File: config.mk
export PLATFORM = sky130hd
export DESIGN_NAME = invader_grid_ctrl
export DESIGN_NICKNAME = d
export VERILOG_FILES = /design/src/rtl/invader_grid_ctrl.sv
export SDC_FILE = /design/constraint.sdc
export NUM_CORES = 1
export LEC_CHECK = 0
export BUFFER_PORTS_ARGS = -buffer_cell sky130_fd_sc_hd__buf_2
export CORE_ASPECT_RATIO = 0.5
export CORE_MARGIN = 8
export CORE_UTILIZATION = 28
export CTS_CLUSTER_DIAMETER = 50
export CTS_CLUSTER_SIZE = 30
export DETAILED_ROUTE_END_ITERATION = 16
export PLACE_DENSITY = 0.5
export RECOVER_POWER = 100
export SLEW_MARGIN = 20
export SYNTH_ARGS = -nofsm -noshare
export SYNTH_HDL_FRONTEND = slang
export SYNTH_SLANG_ARGS = --single-unit
File: constraint.sdc
create_clock -name clk -period 3.8 [get_ports clk]
set_input_delay 0.38 -clock clk [delete_from_list [all_inputs] [get_ports clk]]
set_output_delay 0.38 -clock clk [all_outputs]
set_load 0.03 [all_outputs]
File: src/rtl/invader_grid_ctrl.sv
// Invader swarm grid controller: alive bitmap, per-pixel draw request and
// sprite offsets, single kill per frame, and swarm edge direction-change pulse.
module invader_grid_ctrl #(
   parameter int unsigned ROWS        = 4,
   parameter int unsigned COLS        = 8,
   parameter int unsigned CELL_W      = 32,
   parameter int unsigned CELL_H      = 32,
   parameter int unsigned RIGHT_LIMIT = 620,
   parameter int unsigned LEFT_LIMIT  = 0
) (
   input  logic                        clk,
   input  logic                        resetN,
   input  logic                        startOfFrame,
   input  logic [10:0]                 pixelX,
   input  logic [10:0]                 pixelY,
   input  logic [10:0]                 topLeftX,
   input  logic [10:0]                 topLeftY,
   input  logic                        hitReq,
   input  logic                        restart,
   output logic                        drawReq,
   output logic [$clog2(CELL_W)-1:0]   offsetX,
   output logic [$clog2(CELL_H)-1:0]   offsetY,
   output logic [$clog2(ROWS)-1:0]     cellRow,
   output logic [$clog2(COLS)-1:0]     cellCol,
   output logic                        chgDir,
   output logic                        invaderHit,
   output logic [5:0]                  aliveCount,
   output logic                        allDead
);

   localparam int unsigned OX_W   = $clog2(CELL_W);
   localparam int unsigned OY_W   = $clog2(CELL_H);
   localparam int unsigned RW     = $clog2(ROWS);
   localparam int unsigned CW     = $clog2(COLS);
   localparam int unsigned N      = ROWS * COLS;
   localparam int unsigned IDX_W  = $clog2(N);
   localparam logic [5:0]  FULL_CNT = 6'(N);

   logic [N-1:0]      alive_q, alive_d;
   logic [5:0]        count_q, count_d;
   logic              dir_right_q, dir_right_d;
   logic              hit_lock_q, hit_lock_d;
   logic              inv_hit_q, inv_hit_d;
   logic              chg_dir_q, chg_dir_d;
   logic              draw_q;
   logic [OX_W-1:0]   off_x_q;
   logic [OY_W-1:0]   off_y_q;
   logic [RW-1:0]     row_q;
   logic [CW-1:0]     col_q;

   logic [11:0]       dx, dy;
   logic              in_grid;
   logic [RW-1:0]     row;
   logic [CW-1:0]     col;
   logic [IDX_W-1:0]  cell_idx;
   logic              cell_alive;
   logic              hit_ok;
   logic              all_dead;
   logic [COLS-1:0]   col_any;
   logic [CW-1:0]     lc, rc;
   logic [12:0]       right_edge, left_edge;

   // Pixel-to-cell mapping; a negative difference wraps high and fails the range test.
   always_comb begin
      dx         = {1'b0, pixelX} - {1'b0, topLeftX};
      dy         = {1'b0, pixelY} - {1'b0, topLeftY};
      in_grid    = (dx < 12'(COLS * CELL_W)) && (dy < 12'(ROWS * CELL_H));
      col        = dx[OX_W +: CW];
      row        = dy[OY_W +: RW];
      cell_idx   = IDX_W'(32'(row) * COLS + 32'(col));
      cell_alive = alive_q[cell_idx];
      all_dead   = (count_q == 6'd0);
      hit_ok     = hitReq && in_grid && cell_alive && !hit_lock_q && !restart;
   end

   // OR-scan of columns to find the leftmost and rightmost surviving columns.
   always_comb begin
      col_any = '0;
      for (int c = 0; c < int'(COLS); c++) begin
         for (int r = 0; r < int'(ROWS); r++) begin
            col_any[c] = col_any[c] | alive_q[r * int'(COLS) + c];
         end
      end
      lc = '0;
      rc = '0;
      for (int c = int'(COLS) - 1; c >= 0; c--) begin
         if (col_any[c]) lc = CW'(c);
      end
      for (int c = 0; c < int'(COLS); c++) begin
         if (col_any[c]) rc = CW'(c);
      end
      right_edge = 13'(topLeftX) + 13'((32'(rc) + 1) * CELL_W) - 13'd1;
      left_edge  = 13'(topLeftX) + 13'(32'(lc) * CELL_W);
   end

   // Next state for bitmap, kill lock and direction; restart overrides all.
   always_comb begin
      alive_d     = alive_q;
      count_d     = count_q;
      dir_right_d = dir_right_q;
      hit_lock_d  = hit_lock_q;
      inv_hit_d   = 1'b0;
      chg_dir_d   = 1'b0;
      if (restart) begin
         alive_d     = '1;
         count_d     = FULL_CNT;
         dir_right_d = 1'b1;
         hit_lock_d  = 1'b0;
      end else begin
         if (startOfFrame) hit_lock_d = 1'b0;
         // Kill after frame-start so the lock set wins over the clear.
         if (hit_ok) begin
            alive_d[cell_idx] = 1'b0;
            count_d           = count_q - 6'd1;
            inv_hit_d         = 1'b1;
            hit_lock_d        = 1'b1;
         end
         if (startOfFrame && !all_dead) begin
            if (dir_right_q && (right_edge >= 13'(RIGHT_LIMIT))) begin
               chg_dir_d   = 1'b1;
               dir_right_d = 1'b0;
            end else if (!dir_right_q && (left_edge <= 13'(LEFT_LIMIT))) begin
               chg_dir_d   = 1'b1;
               dir_right_d = 1'b1;
            end
         end
      end
   end

   // State and registered draw outputs; draw uses the pre-kill bitmap.
   always_ff @(posedge clk or negedge resetN) begin
      if (!resetN) begin
         alive_q     <= '1;
         count_q     <= FULL_CNT;
         dir_right_q <= 1'b1;
         hit_lock_q  <= 1'b0;
         inv_hit_q   <= 1'b0;
         chg_dir_q   <= 1'b0;
         draw_q      <= 1'b0;
         off_x_q     <= '0;
         off_y_q     <= '0;
         row_q       <= '0;
         col_q       <= '0;
      end else begin
         alive_q     <= alive_d;
         count_q     <= count_d;
         dir_right_q <= dir_right_d;
         hit_lock_q  <= hit_lock_d;
         inv_hit_q   <= inv_hit_d;
         chg_dir_q   <= chg_dir_d;
         draw_q      <= in_grid && cell_alive;
         off_x_q     <= dx[OX_W-1:0];
         off_y_q     <= dy[OY_W-1:0];
         row_q       <= row;
         col_q       <= col;
      end
   end

   assign drawReq    = draw_q;
   assign offsetX    = off_x_q;
   assign offsetY    = off_y_q;
   assign cellRow    = row_q;
   assign cellCol    = col_q;
   assign chgDir     = chg_dir_q;
   assign invaderHit = inv_hit_q;
   assign aliveCount = count_q;
   assign allDead    = all_dead;

endmodule

==> metrics.md <==
| Metric | Value |
|---|---|
| Status | finished, violations left |
| Failing checks | max-capacitance violations, max-slew violations |
| Synth unique cells | 64 |
| Layout cells sized above 1 | 21.90% |
| Syn Nets | 712 |
| PwrDens | 350.1 mW/mm2 |
| Post-Syn Area per Cell | 8.187 um2 |
| Reg power frac | 30.4% |
| Post-route design area | 0.006213 mm2 |
| First-pass GRT wire length | 25.35 mm |
| Skew-Pair Late Insertion Delay | 0.34 ns |
| GRT Total Usage | 13.77% |
| H-tree depth | 3 |
| Dpl cell area | 0.005898 mm2 |
| Cell Rows | 34 |
| Die area | 0.02279 mm2 |
| Leak Pwr | 2.796 nW |
| Final setup viols | 0 |
| Largest cells by area after synthesis | dfstp_2, dfrtp_1, ha_1 |
| Slew Limit Fails | 41 |
| Skew final | 0.01033 ns |
| Number of routed nets with antenna violations | 0 |
| Synth async-reset ratio | 100.0% |
| Met3 usage | 3.559% |
| Fin Hold WS | 0.2904 ns |
| Area leader, netlist | dfstp_2 |
| FF+latch count, synth | 58 |
| Commonest cells in the netlist | nor2_1, a21oi_1, inv_1 |
| Die X | 205.6 um |
| Initial DRT Pass Iterations | 5 |
| Antenna violations before repair | 0 |
| Crit-path max FO | 4 |
| Hold Fails Final Rpt | 0 |
| Slew @ Worst Pin | 2.468 ns |
| Setup Crit Path Kind | reg2reg |
| Largest net degree at the start of global routing | 67 |
| Crit. Startpoint | alive_q[30] |
| Busiest layer in global routing | met2 |
| Met2 Use GR | 20.41% |
| Synthesis-to-finish area growth | 23.41% |
| Clock transition at path regs | 0.06 ns |
| # IOs | 74 |
| Overall routed net length | 15.75 mm |
| Cell Int Power | 1.382 mW |
| Initial DRC Count | 354 |
| Synth Cell Area | 0.005035 mm2 |
| Worst EP required | 4.07 ns |
| Residual DRC | 0 |
| Fmax | 275.3 MHz |
| Die Height | 110.8 um |
| Synth Warn # | 0 |
| Via count | 4,787 |
| Final min period | 3.633 ns |
| CTS Hold Bufs | 0 |
| Hpwl dp | 11.65 mm |
| Critical R2R Launch | alive_q[30] |
| Nets | 809 |
| PortBufs | 73 |
| Final TNS setup | 0 ns |
| Starting Density | 28.80% |
| Final GP Congestion | 0.7888 |
| Min-delay src | topLeftY[0] |
| Routed vias/inst | 5.034 |
| Power Total | 2.176 mW |
| Synth Instances | 615 |
| Detailed-route wire length per cell | 16.56 um |
| Largest stage delay, worst path | 0.66 ns |
| CTS tree | built |
| Vias in the first global route | 4,739 |
| Most common cell in the netlist | nor2_1 |
| Hold Crit Class | in2reg |
| Clock sink count | 58 |
| Met1 Resource Use GR | 19.65% |
| CORE AREA | 0.01748 mm2 |
| Worst-path cell chain | or4_4, nor2_4, o21ai_0, ha_1, inv_1, ha_1, inv_1, ha_4, and3_1, o221a_2, or4b_2, a22oi_2, a21oi_1, o21ai_1 |
| Comb pwr share | 33.0% |
| Post-CTS Setup Inserts | 0 |
| Switch Pwr | 0.7934 mW |
| Worst setup SP type | flip-flop |
| Num CTS Buffers | 9 |
| Clock share of power | 36.6% |
| Top_reg_cell synth | dfstp_2 |
| Post-synthesis sequential area ratio | 29.67% |
| WP data arrival | 3.90 ns |
| ANT cells | 0 |
| Switching part of the total power | 36.47% |
| RSZ-0062 raised after global routing | yes |
| Worst Setup End Kind | flip-flop |
| CTS max path bufs | 2 |
| Overflow after GRT | 0 |
| Worst VDD drop | 0.2000 mV |
| CTS root buf | clkbuf_16 |
| Fin crit share | 95.60% |
| Max-cap violations | 1 |
| Worst path slowest cell | or4b_2 |
| Number of synthesized flops with an enable pin | 0 |
| Slew headroom | -64.56% |
| Post-synth top area share | 17.74% |
==> cell type report <==
type                            instances  area [um2]
Fill cell                            1823       11270
Clock buffer                           10       239.0
Timing Repair Buffer                  109       623.1
Sequential cell                        58        1494
Inverter                               57       214.0
Clock inverter                          6       50.05
Multi-Input combinational cell        477        3301
Tap cell                              234       292.8
==> final timing paths <==
path / endpoint / slack (ns) / depth (start not counted)
max: dir_right_q / 0.17 / 14
min: offsetY[0] / 0.29 / 3
max reg2reg: dir_right_q / 0.17 / 14
min reg2reg: alive_q[20] / 0.51 / 2
max in group asynchronous: alive_q[31] / 1.56 / 2
min in group asynchronous: chgDir / 0.82 / 1
==> layout by cell type, fill, tap and decap left out, types with 7 or more instances in the layout <==
cell type | synthesis | final
clkbuf_1 | 12 | 32
ha_1 | 44 | 42
buf_4 | 0 | 28
mux2i_1 | 14 | 14
inv_1 | 56 | 56
dfrtp_1 | 24 | 24
buf_2 | 7 | 45
a21oi_1 | 56 | 56
nand2_1 | 45 | 45
nand2b_1 | 31 | 31
nor3_1 | 6 | 7
nand3_1 | 7 | 8
a21o_1 | 7 | 7
clkbuf_16 | 0 | 9
o21ai_0 | 14 | 12
a22oi_1 | 17 | 16
a211oi_1 | 9 | 9
a311oi_1 | 8 | 8
nor2_1 | 89 | 88
nor4b_1 | 8 | 8
dfstp_2 | 34 | 34
xnor2_1 | 9 | 9
==> sequential cells by signal (all words and copies together) (netlist names), 2 cells and up <==
signal	cells
aliveCount	6
alive_q	32
cellCol	3
cellRow	2
offsetX	5
offsetY	5
==> critical path: cells and delay by family, from the launching register on <==
family / cells / cell delay (ns)
simple gates: 4 / 1.50
buf+inv: 2 / 0.14
fa+ha+maj: 3 / 0.77
compound gates: 5 / 0.77
flops: 1 / 0.38
==> per-layer routing <==
layer  vias to the layer above  wire length, um
met5                         -                0
met4                         0              121
met3                         9              910
met2                       123             6776
met1                      2264             7941
li1                       2391                -
==> stage by stage <==
stage	std cells	utilization, %	worst slack (ns)
6_report	951	35.54	0.1672
5_1_grt	951	35.54	-0.01016
4_1_cts	951	35.50	0.01996
3_5_place_dp	935	33.73	-0.1421
3_3_place_gp	935	33.73	-0.1034
2_1_floorplan	615	-	0.2224
==> power groups by stage <==
stage	clock, mW	combinational, mW	sequential (mW)
floorplan	0	0.431	0.730
global placement	0	0.720	0.671
detailed placement	0	0.725	0.670
CTS	0.817	0.728	0.662
global route	0.847	0.793	0.665
finish	0.796	0.717	0.662
==> kinds of logic after synthesis <==
kind of cell | Yosys count | share of synthesized area (%)
adder cells (fa/ha/maj) | 48 | 12.52
multiplexers | 15 | 3.007
flip-flops | 58 | 29.67
buffers and inverters | 80 | 6.287
AO/OA/AOI/OAI | 157 | 20.80
AND/OR/NAND/NOR | 243 | 25.27
XOR/XNOR | 14 | 2.435
==> timing repair <==
action | in CTS | in global routing
resized for setup | 5 | 14
pin swaps | 0 | 2
endpoints found under the setup margin | 2 | 2
Note: power is estimated with default switching activity, not from simulation.
